`src/rtl/multicycle_controller.sv`:
```
// Control FSM for the multi-cycle RISC-V core. It sequences fetch/decode/execute/memory/writeback
// over a shared datapath, waits on MemReady, flags illegal opcodes and counts retired instructions.
module multicycle_controller #(
    parameter int CNT_W = 32
) (
    input  logic             clk,
    input  logic             reset,
    input  logic [6:0]       Opcode,
    input  logic             Zero,
    input  logic             MemReady,
    output logic             PCWrite,
    output logic             AdrSrc,
    output logic             MemWrite,
    output logic             IRWrite,
    output logic [1:0]       ResultSrc,
    output logic [1:0]       ALUSrcA,
    output logic [1:0]       ALUSrcB,
    output logic [1:0]       ALUOp,
    output logic [1:0]       ImmSrc,
    output logic             RegWrite,
    output logic             Illegal,
    output logic [3:0]       State,
    output logic [CNT_W-1:0] InstrRetired
);

    localparam logic [6:0] OP_LW   = 7'b0000011;
    localparam logic [6:0] OP_SW   = 7'b0100011;
    localparam logic [6:0] OP_R    = 7'b0110011;
    localparam logic [6:0] OP_I    = 7'b0010011;
    localparam logic [6:0] OP_BEQ  = 7'b1100011;
    localparam logic [6:0] OP_JAL  = 7'b1101111;

    typedef enum logic [3:0] {
        S_FETCH    = 4'd0,
        S_DECODE   = 4'd1,
        S_MEMADR   = 4'd2,
        S_MEMREAD  = 4'd3,
        S_MEMWB    = 4'd4,
        S_MEMWRITE = 4'd5,
        S_EXECUTER = 4'd6,
        S_EXECUTEI = 4'd7,
        S_ALUWB    = 4'd8,
        S_BEQ      = 4'd9,
        S_JAL      = 4'd10
    } state_e;

    // State register is plain logic so that out-of-range codes remain representable and recover.
    logic [3:0]       state_r;
    logic [3:0]       next_s;
    logic [CNT_W-1:0] retired_r;
    logic             retire_s;
    logic             pcupdate_s;
    logic             branch_s;

    function automatic logic [1:0] imm_sel(input logic [6:0] op);
        logic [1:0] sel;
        case (op)
            OP_LW:   sel = 2'b00;
            OP_I:    sel = 2'b00;
            OP_SW:   sel = 2'b01;
            OP_BEQ:  sel = 2'b10;
            OP_JAL:  sel = 2'b11;
            default: sel = 2'b00;
        endcase
        return sel;
    endfunction

    // State register and retired-instruction counter.
    always_ff @(posedge clk) begin
        if (reset) begin
            state_r   <= S_FETCH;
            retired_r <= {CNT_W{1'b0}};
        end else begin
            state_r <= next_s;
            if (retire_s) begin
                retired_r <= retired_r + {{(CNT_W-1){1'b0}}, 1'b1};
            end else begin
                retired_r <= retired_r;
            end
        end
    end

    // Next-state and Moore output decode; FETCH handshake outputs follow MemReady.
    always_comb begin
        next_s     = S_FETCH;
        retire_s   = 1'b0;
        pcupdate_s = 1'b0;
        branch_s   = 1'b0;
        AdrSrc     = 1'b0;
        MemWrite   = 1'b0;
        IRWrite    = 1'b0;
        ResultSrc  = 2'b00;
        ALUSrcA    = 2'b00;
        ALUSrcB    = 2'b00;
        ALUOp      = 2'b00;
        RegWrite   = 1'b0;
        Illegal    = 1'b0;
        case (state_r)
            S_FETCH: begin
                ALUSrcB    = 2'b10;
                ResultSrc  = 2'b10;
                IRWrite    = MemReady;
                pcupdate_s = MemReady;
                next_s     = MemReady ? S_DECODE : S_FETCH;
            end
            S_DECODE: begin
                ALUSrcA = 2'b01;
                ALUSrcB = 2'b01;
                case (Opcode)
                    OP_LW:   next_s = S_MEMADR;
                    OP_SW:   next_s = S_MEMADR;
                    OP_R:    next_s = S_EXECUTER;
                    OP_I:    next_s = S_EXECUTEI;
                    OP_BEQ:  next_s = S_BEQ;
                    OP_JAL:  next_s = S_JAL;
                    default: begin
                        next_s  = S_FETCH;
                        Illegal = 1'b1;
                    end
                endcase
            end
            S_MEMADR: begin
                ALUSrcA = 2'b10;
                ALUSrcB = 2'b01;
                next_s  = (Opcode == OP_SW) ? S_MEMWRITE : S_MEMREAD;
            end
            S_MEMREAD: begin
                AdrSrc = 1'b1;
                next_s = MemReady ? S_MEMWB : S_MEMREAD;
            end
            S_MEMWB: begin
                ResultSrc = 2'b01;
                RegWrite  = 1'b1;
                retire_s  = 1'b1;
                next_s    = S_FETCH;
            end
            S_MEMWRITE: begin
                AdrSrc   = 1'b1;
                MemWrite = 1'b1;
                retire_s = MemReady;
                next_s   = MemReady ? S_FETCH : S_MEMWRITE;
            end
            S_EXECUTER: begin
                ALUSrcA = 2'b10;
                ALUOp   = 2'b10;
                next_s  = S_ALUWB;
            end
            S_EXECUTEI: begin
                ALUSrcA = 2'b10;
                ALUSrcB = 2'b01;
                ALUOp   = 2'b10;
                next_s  = S_ALUWB;
            end
            S_ALUWB: begin
                RegWrite = 1'b1;
                retire_s = 1'b1;
                next_s   = S_FETCH;
            end
            S_BEQ: begin
                ALUSrcA  = 2'b10;
                ALUOp    = 2'b01;
                branch_s = 1'b1;
                retire_s = 1'b1;
                next_s   = S_FETCH;
            end
            S_JAL: begin
                ALUSrcA    = 2'b01;
                ALUSrcB    = 2'b10;
                pcupdate_s = 1'b1;
                next_s     = S_ALUWB;
            end
            default: begin
                next_s = S_FETCH;
            end
        endcase
    end

    assign PCWrite      = pcupdate_s | (branch_s & Zero);
    assign ImmSrc       = imm_sel(Opcode);
    assign State        = state_r;
    assign InstrRetired = retired_r;

endmodule

```
`config.mk`:
```
export PLATFORM = sky130hd
export DESIGN_NAME = multicycle_controller
export DESIGN_NICKNAME = d
export VERILOG_FILES = /design/src/rtl/multicycle_controller.sv
export SDC_FILE = /design/constraint.sdc
export NUM_CORES = 1
export LEC_CHECK = 0
export ABC_AREA = 1
export CORE_MARGIN = 2
export CORE_UTILIZATION = 45
export CTS_CLUSTER_DIAMETER = 150
export DETAILED_ROUTE_END_ITERATION = 6
export GPL_ROUTABILITY_DRIVEN = 0
export MAX_ROUTING_LAYER = met4
export PLACE_DENSITY_LB_ADDON = 0.1
export SYNTH_ARGS = -nofsm -noshare
export SYNTH_HDL_FRONTEND = slang
export SYNTH_SLANG_ARGS = --single-unit
```
`constraint.sdc`:
```
create_clock -name clk -period 1.9 [get_ports clk]
set_input_delay 0.285 -clock clk [delete_from_list [all_inputs] [get_ports clk]]
set_output_delay 0.285 -clock clk [all_outputs]
set_load 0.1 [all_outputs]
```
==> results_dict.tcl, run 1 <==
set metrics [dict create \
    placedCellCount 525 \
    cp-startpoint "Opcode[6]" \
    syn_inst 397 \
    synthesis.area_um2 2310 \
    drt_iter0_drc 129 \
    synth_ff_type "dfxtp_1" \
    r2r-start "InstrRetired[1]" \
    fp.dieW_um 75.7 \
    cts_buffer_depth 2 \
    ys_async_sr_fraction_pct 0 \
    netlist.area_leader.share_pct 31.2 \
    endpoint "Illegal" \
    arrival_ns 1.55 \
    synth.distinct_cells 25 \
    totalWireLength_um 5900 \
    io_buffers 62 \
    synth_most_common_cell "nand2_1" \
    synthToLayoutAreaGrowth_pct 45.4 \
    worstHoldStart "Opcode[4]" \
    synth-edff-count 0 \
    cap_viol_max_count 0 \
    min_path_type "input pin to flop" \
    final_nets 475 \
    ios 63 \
    avgRoutedWirePerCell_um 11.0 \
    vias_per_cell 4.86 \
    layout.cells.non_filler 534 \
    start_util_pct 45.9 \
    setup_tns_ns 0 \
    dp_hpwl_um 4620 \
    core-area_um2 5040 \
    power.density_nw_per_um2 509 \
    relSlewSlack_pct 76.4 \
    vdd_drop_max_mv 0.385 \
    layout-drive-gt1-share_pct 26.5 \
    num_rows 26 \
    dr.pass1.iters 4 \
    whs_ns 0.449 \
    nFillCells 463 \
    root_buffer "clkbuf_8" \
    cts.sinks 36 \
    grt_pass1_wl_um 9760 \
    numCtsBuffers 5 \
    post-route-min-period_ns 1.84 \
    yosysWarnings 0 \
    synth_seq_cells 36 \
    die_h_um 75.7 \
    leakagePower_nw 1.53 \
    crit_type "input pin to output pin" \
    antenna_left 0 \
    skew_ns 0.00988 \
    die_area_um2 5730 \
    max_freq_mhz 545 \
    synth-seq-area-share_pct 31.2 \
    cp-start-kind "input pin" \
    avgSynthCellArea_um2 5.83 \
    ff2ff_path_depth 9 \
    tritoncts "done" \
    insertion_delay_ns 0.29 \
    status "finished clean" \
    pre_cts_ws_ns 0.00634 \
    end_kind "output pin" \
    final_hold_viol_count 0 \
    cts_hold_buf 0 \
    grt_pass1_vias 2259 \
    n_antenna_cell 0 \
    num_vias 2595 \
    finalCritPeriodShare_pct 96.7 \
    synth_common_cells "nand2_1 (115), nor2_1 (81), inv_1 (57)" \
    tightest_slew_ns 0.352 \
    drv_slew 0 \
    required_ns 1.62 \
    critPathMaxFanout 3 \
    drc 0 \
    finish.utilization_pct 66.7 \
    setup_ws_ns 0.0635 \
    grtUsageTotal_pct 22.5 \
    synthTopCellsByArea "dfxtp_1 (31%), nand2_1 (19%), nor2_1 (13%), inv_1 (9.2%), nand3_1 (7.8%)" \
    grt_max_degree 57 \
    yosysTopAreaCell "dfxtp_1" \
    rsz0062_at_grt "yes" \
    finalSetupViolations 0 \
    htree_num_levels 2 \
    rrSetupSlack_ns 0.28 \
    syn_nets 409 \
    clk_pin_slew_worst_paths_ns 0.07 \
    r2r-end "InstrRetired[20]" \
    antenna_found_initial 0 \
    globalRouteOverflowTotal 0 \
]
## cell families after synthesis
| group | count (synthesis) | share of synthesized area [%] |
|---|---|---|
| AND/OR/NAND/NOR | 264 | 49.5 |
| XOR/XNOR | 1 | 0.379 |
| AO/OA/AOI/OAI | 25 | 5.57 |
| flip-flops | 36 | 31.2 |
| buffers and inverters | 70 | 12.9 |
| adder cells (fa/ha/maj) | 1 | 0.541 |
## what timing repair did
item,4_1_cts,5_1_grt
buffers inserted,0,1
endpoints found under the setup margin,1,4
resized for setup,1,7
pin swaps,0,3
endpoints found under the hold margin,0,0
## worst min-delay path by stage
stage	end	cells after the start
2_1_floorplan	State[0]	1
3_3_place_gp	InstrRetired[11]	2
3_5_place_dp	InstrRetired[13]	2
4_1_cts	InstrRetired[13]	2
5_1_grt	State[2]	5
6_report	State[2]	5
## registers in the layout, indices dropped and copies added (netlist names)
register and flops:
State 4, InstrRetired 32
## metal layers
metal | vias to the layer above | wire length (um) | share of wire (%) | track usage (%)
met5 | - | 0 | 0 | -
met4 | 0 | 29 | 0.49 | 5.65
met2 | 68 | 2960 | 50 | 37.6
li1 | 1361 | - | - | -
met3 | 2 | 307 | 5.2 | 4.76
met1 | 1164 | 2600 | 44 | 27.6
## layout make-up
type / instances / area, um2 / area share, %
clock buffer: 8 / 121 / 3.61
inverter: 61 / 241 / 7.18
multi-input combinational: 291 / 1410 / 41.9
sequential: 36 / 749 / 22.3
tap: 70 / 87.6 / 2.60
timing repair buffer: 68 / 753 / 22.4
## critical path: stages
cell and delay, ns:
clkdlybuf4s50_1 0.45, inv_1 0.09, nor2_2 0.05, nand4_1 0.16
nand2_2 0.10, nor3b_4 0.22, buf_12 0.20
## where the power goes
group	switching (W)	internal [W]	total, W	leakage [nW]
logic	0.000169	0.0000954	0.000264	1.17
registers	0.00000314	0.000751	0.000754	0.299
clock network	0.000283	0.000410	0.000694	0.0627
total	0.000456	0.00126	0.00171	1.53
## metrics by stage
| step | power, W | area, um2 |
|---|---|---|
| 2_1_floorplan | 0.000937 | 2460 |
| 3_3_place_gp | 0.00103 | 3220 |
| 3_5_place_dp | 0.00104 | 3220 |
| 4_1_cts | 0.00173 | 3340 |
| 5_1_grt | 0.00177 | 3360 |
| 6_report | 0.00171 | 3360 |
## placed cells by master, fill, tap and decap left out, types with 2 or more instances in the layout
cell | Yosys | layout
nand2_1 | 115 | 107
nor2_1 | 81 | 74
inv_1 | 57 | 52
buf_4 | 0 | 41
nand3_1 | 36 | 35
dfxtp_1 | 36 | 21
a21oi_1 | 17 | 17
buf_12 | 0 | 17
nand4_1 | 13 | 13
dfxtp_2 | 0 | 11
nor2_2 | 4 | 8
clkdlybuf4s50_1 | 0 | 8
nand2_2 | 2 | 7
clkbuf_8 | 0 | 7
inv_2 | 4 | 6
nor2_4 | 3 | 6
o21ai_0 | 7 | 5
dfxtp_4 | 0 | 4
nand2_4 | 1 | 4
clkinvlp_4 | 0 | 2
o21ai_2 | 0 | 2
nand3_2 | 2 | 2
and2_1 | 2 | 2
dlymetal6s2s_1 | 0 | 2
(Power assumes the default switching activity.)
==> run 2: changes to the inputs <==
--- a/config.mk
+++ b/config.mk
@@ -6,6 +6,7 @@
 export NUM_CORES = 1
 export LEC_CHECK = 0
 export ABC_AREA = 1
+export CORE_ASPECT_RATIO = 1.2
 export CORE_MARGIN = 2
 export CORE_UTILIZATION = 45
 export CTS_CLUSTER_DIAMETER = 150
==> run 2 against run 1 <==
  * Total power shrank 8.0%
  * Utilization increased by 1.1 points
  * Critical path depth unchanged
  * Critical endpoint unchanged
  * Sequential share of layout area up 0.11 points
  * Largest power group unchanged
  * Critical path type unchanged
  * Hold slack worse by 0.015 ns
  * Flip-flop and latch count stayed put
  * Design area shrank 0.48%
  * Non-clock buffer count increased by 1
  * Global-route usage is 1.7 points higher
  * First-iteration DRC count rose by 26%
==> results_dict.tcl, run 2 (same netlist as run 1, synthesis figures left out) <==
set metrics [dict create \
    status "finished clean" \
    synthToLayoutAreaGrowth_pct 44.7 \
    io_buffers 62 \
    globalRouteOverflowTotal 0 \
    post-route-min-period_ns 1.86 \
    final_nets 476 \
    layout-drive-gt1-share_pct 27.1 \
    r2r-start "InstrRetired[1]" \
    drc 0 \
    crit_type "input pin to output pin" \
    drt_iter0_drc 163 \
    rrSetupSlack_ns 0.28 \
    numCtsBuffers 5 \
    avgRoutedWirePerCell_um 12.2 \
    tritoncts "done" \
    cts_hold_buf 0 \
    core-area_um2 4940 \
    die_area_um2 5730 \
    nFillCells 457 \
    whs_endpoint "State[2]" \
    fin_area_um2 3350 \
    root_buffer "clkbuf_8" \
    finish.utilization_pct 67.8 \
    min_path_type "input pin to flop" \
    finalCritPeriodShare_pct 97.9 \
    dr.pass1.iters 4 \
    relSlewSlack_pct 66.9 \
    grt_max_degree 57 \
    ff2ff_path_depth 9 \
    setup_tns_ns 0 \
    finalSetupViolations 0 \
    final_common_cell "nand2_1" \
    grt_pass1_wl_um 10700 \
    placed_area_um2 3220 \
    skew_ns 0.0140 \
    n_antenna_cell 0 \
    max_freq_mhz 537 \
    r2r-end "InstrRetired[28]" \
    required_ns 1.62 \
    num_vias 2628 \
    grt_pass1_vias 2359 \
    final_hold_viol_count 0 \
    insertion_delay_ns 0.30 \
    cap_viol_max_count 0 \
    power.density_nw_per_um2 471 \
    start_util_pct 46.8 \
    antenna_left 0 \
    tightest_slew_ns 0.497 \
    largest_reg_flops 32 \
    clk_pin_slew_worst_paths_ns 0.07 \
    rsz0062_at_grt "no" \
    cts.sinks 36 \
    die_h_um 82.5 \
    antenna_found_initial 0 \
    htree_num_levels 2 \
    dp_hpwl_um 5020 \
    worstHoldStart "Opcode[4]" \
    num_rows 28 \
    vdd_drop_max_mv 0.393 \
    most-common-layout-cells "nand2_1 (107), nor2_1 (74), inv_1 (50)" \
    drv_slew 0 \
    fp.dieW_um 69.5 \
    hold_depth 5 \
    ios 63 \
    totalWireLength_um 6410 \
    cp-start-kind "input pin" \
    arrival_ns 1.58 \
    critPathMaxFanout 3 \
    leakagePower_nw 1.54 \
    grtUsageTotal_pct 24.2 \
    cts_buffer_depth 2 \
    end_kind "output pin" \
    whs_ns 0.434 \
    vias_per_cell 5.01 \
]
run 2: cell count changes in the layout (fill, tap and decap cells not counted), moves of 2 or more:
| cell | before | now |
|---|---|---|
| clkinv_2 | 0 | 2 |
| inv_1 | 52 | 50 |
| clkbuf_8 | 7 | 5 |
| dlymetal6s2s_1 | 2 | 4 |
| clkdlybuf4s50_1 | 8 | 6 |
| inv_2 | 6 | 8 |
run 2: metrics by stage:
step	power (W)	std cells	setup WS, ns
after detailed placement	0.00104	516	-0.0266
after global routing	0.00164	525	0.00125
final	0.00158	525	0.0394
after floorplan	0.000937	397	-0.210
after global placement	0.00103	516	0.0370
after CTS	0.00159	524	0.00956
run 2: critical path, stage by stage:
cell and delay, ns:
clkdlybuf4s50_1 0.46, inv_1 0.08, nor2_1 0.05, nand4_1 0.13
nand2_2 0.11, nor3b_4 0.25, buf_12 0.20
run 2: per-layer routing:
layer / track usage (%) / routed length (um)
met1: 26.9 / 2640
met4: 8.43 / 119
met3: 3.88 / 283
met5: - / 0
met2: 44.4 / 3370
run 2: area by class of cell:
type                            count  area, um2  area share [%]
Tap cell                           60       75.1            2.24
Sequential cell                    36        749            22.4
Inverter                           61        241            7.21
Timing Repair Buffer               69        778            23.2
Clock inverter                      3       18.8           0.561
Clock buffer                        5       68.8            2.06
Multi-Input combinational cell    291       1420            42.3
run 2: where the power goes:
group	leakage [nW]	internal [W]	switching [W]	total, W
Sequential	0.299	0.000751	0.00000313	0.000754
Combinational	1.19	0.0000974	0.000172	0.000269
Clock	0.0479	0.000256	0.000297	0.000552
Total	1.54	0.00110	0.000472	0.00158
run 2: what timing repair did:
item,in CTS,in global routing
cloned,0,0
pin swaps,1,4
setup endpoints to repair,1,3
setup buffers,0,1
gates resized for setup,3,10
run 2: worst max-delay path by stage:
stage	start	end	slack [ns]	cells past startpoint
6_report	Opcode[6]	Illegal	0.04	7
5_1_grt	State[3]	Illegal	0.001	6
4_1_cts	Opcode[4]	Illegal	0.01	8
3_5_place_dp	Opcode[4]	Illegal	-0.03	8
3_3_place_gp	Opcode[4]	Illegal	0.04	8
2_1_floorplan	State[1]	PCWrite	-0.21	7
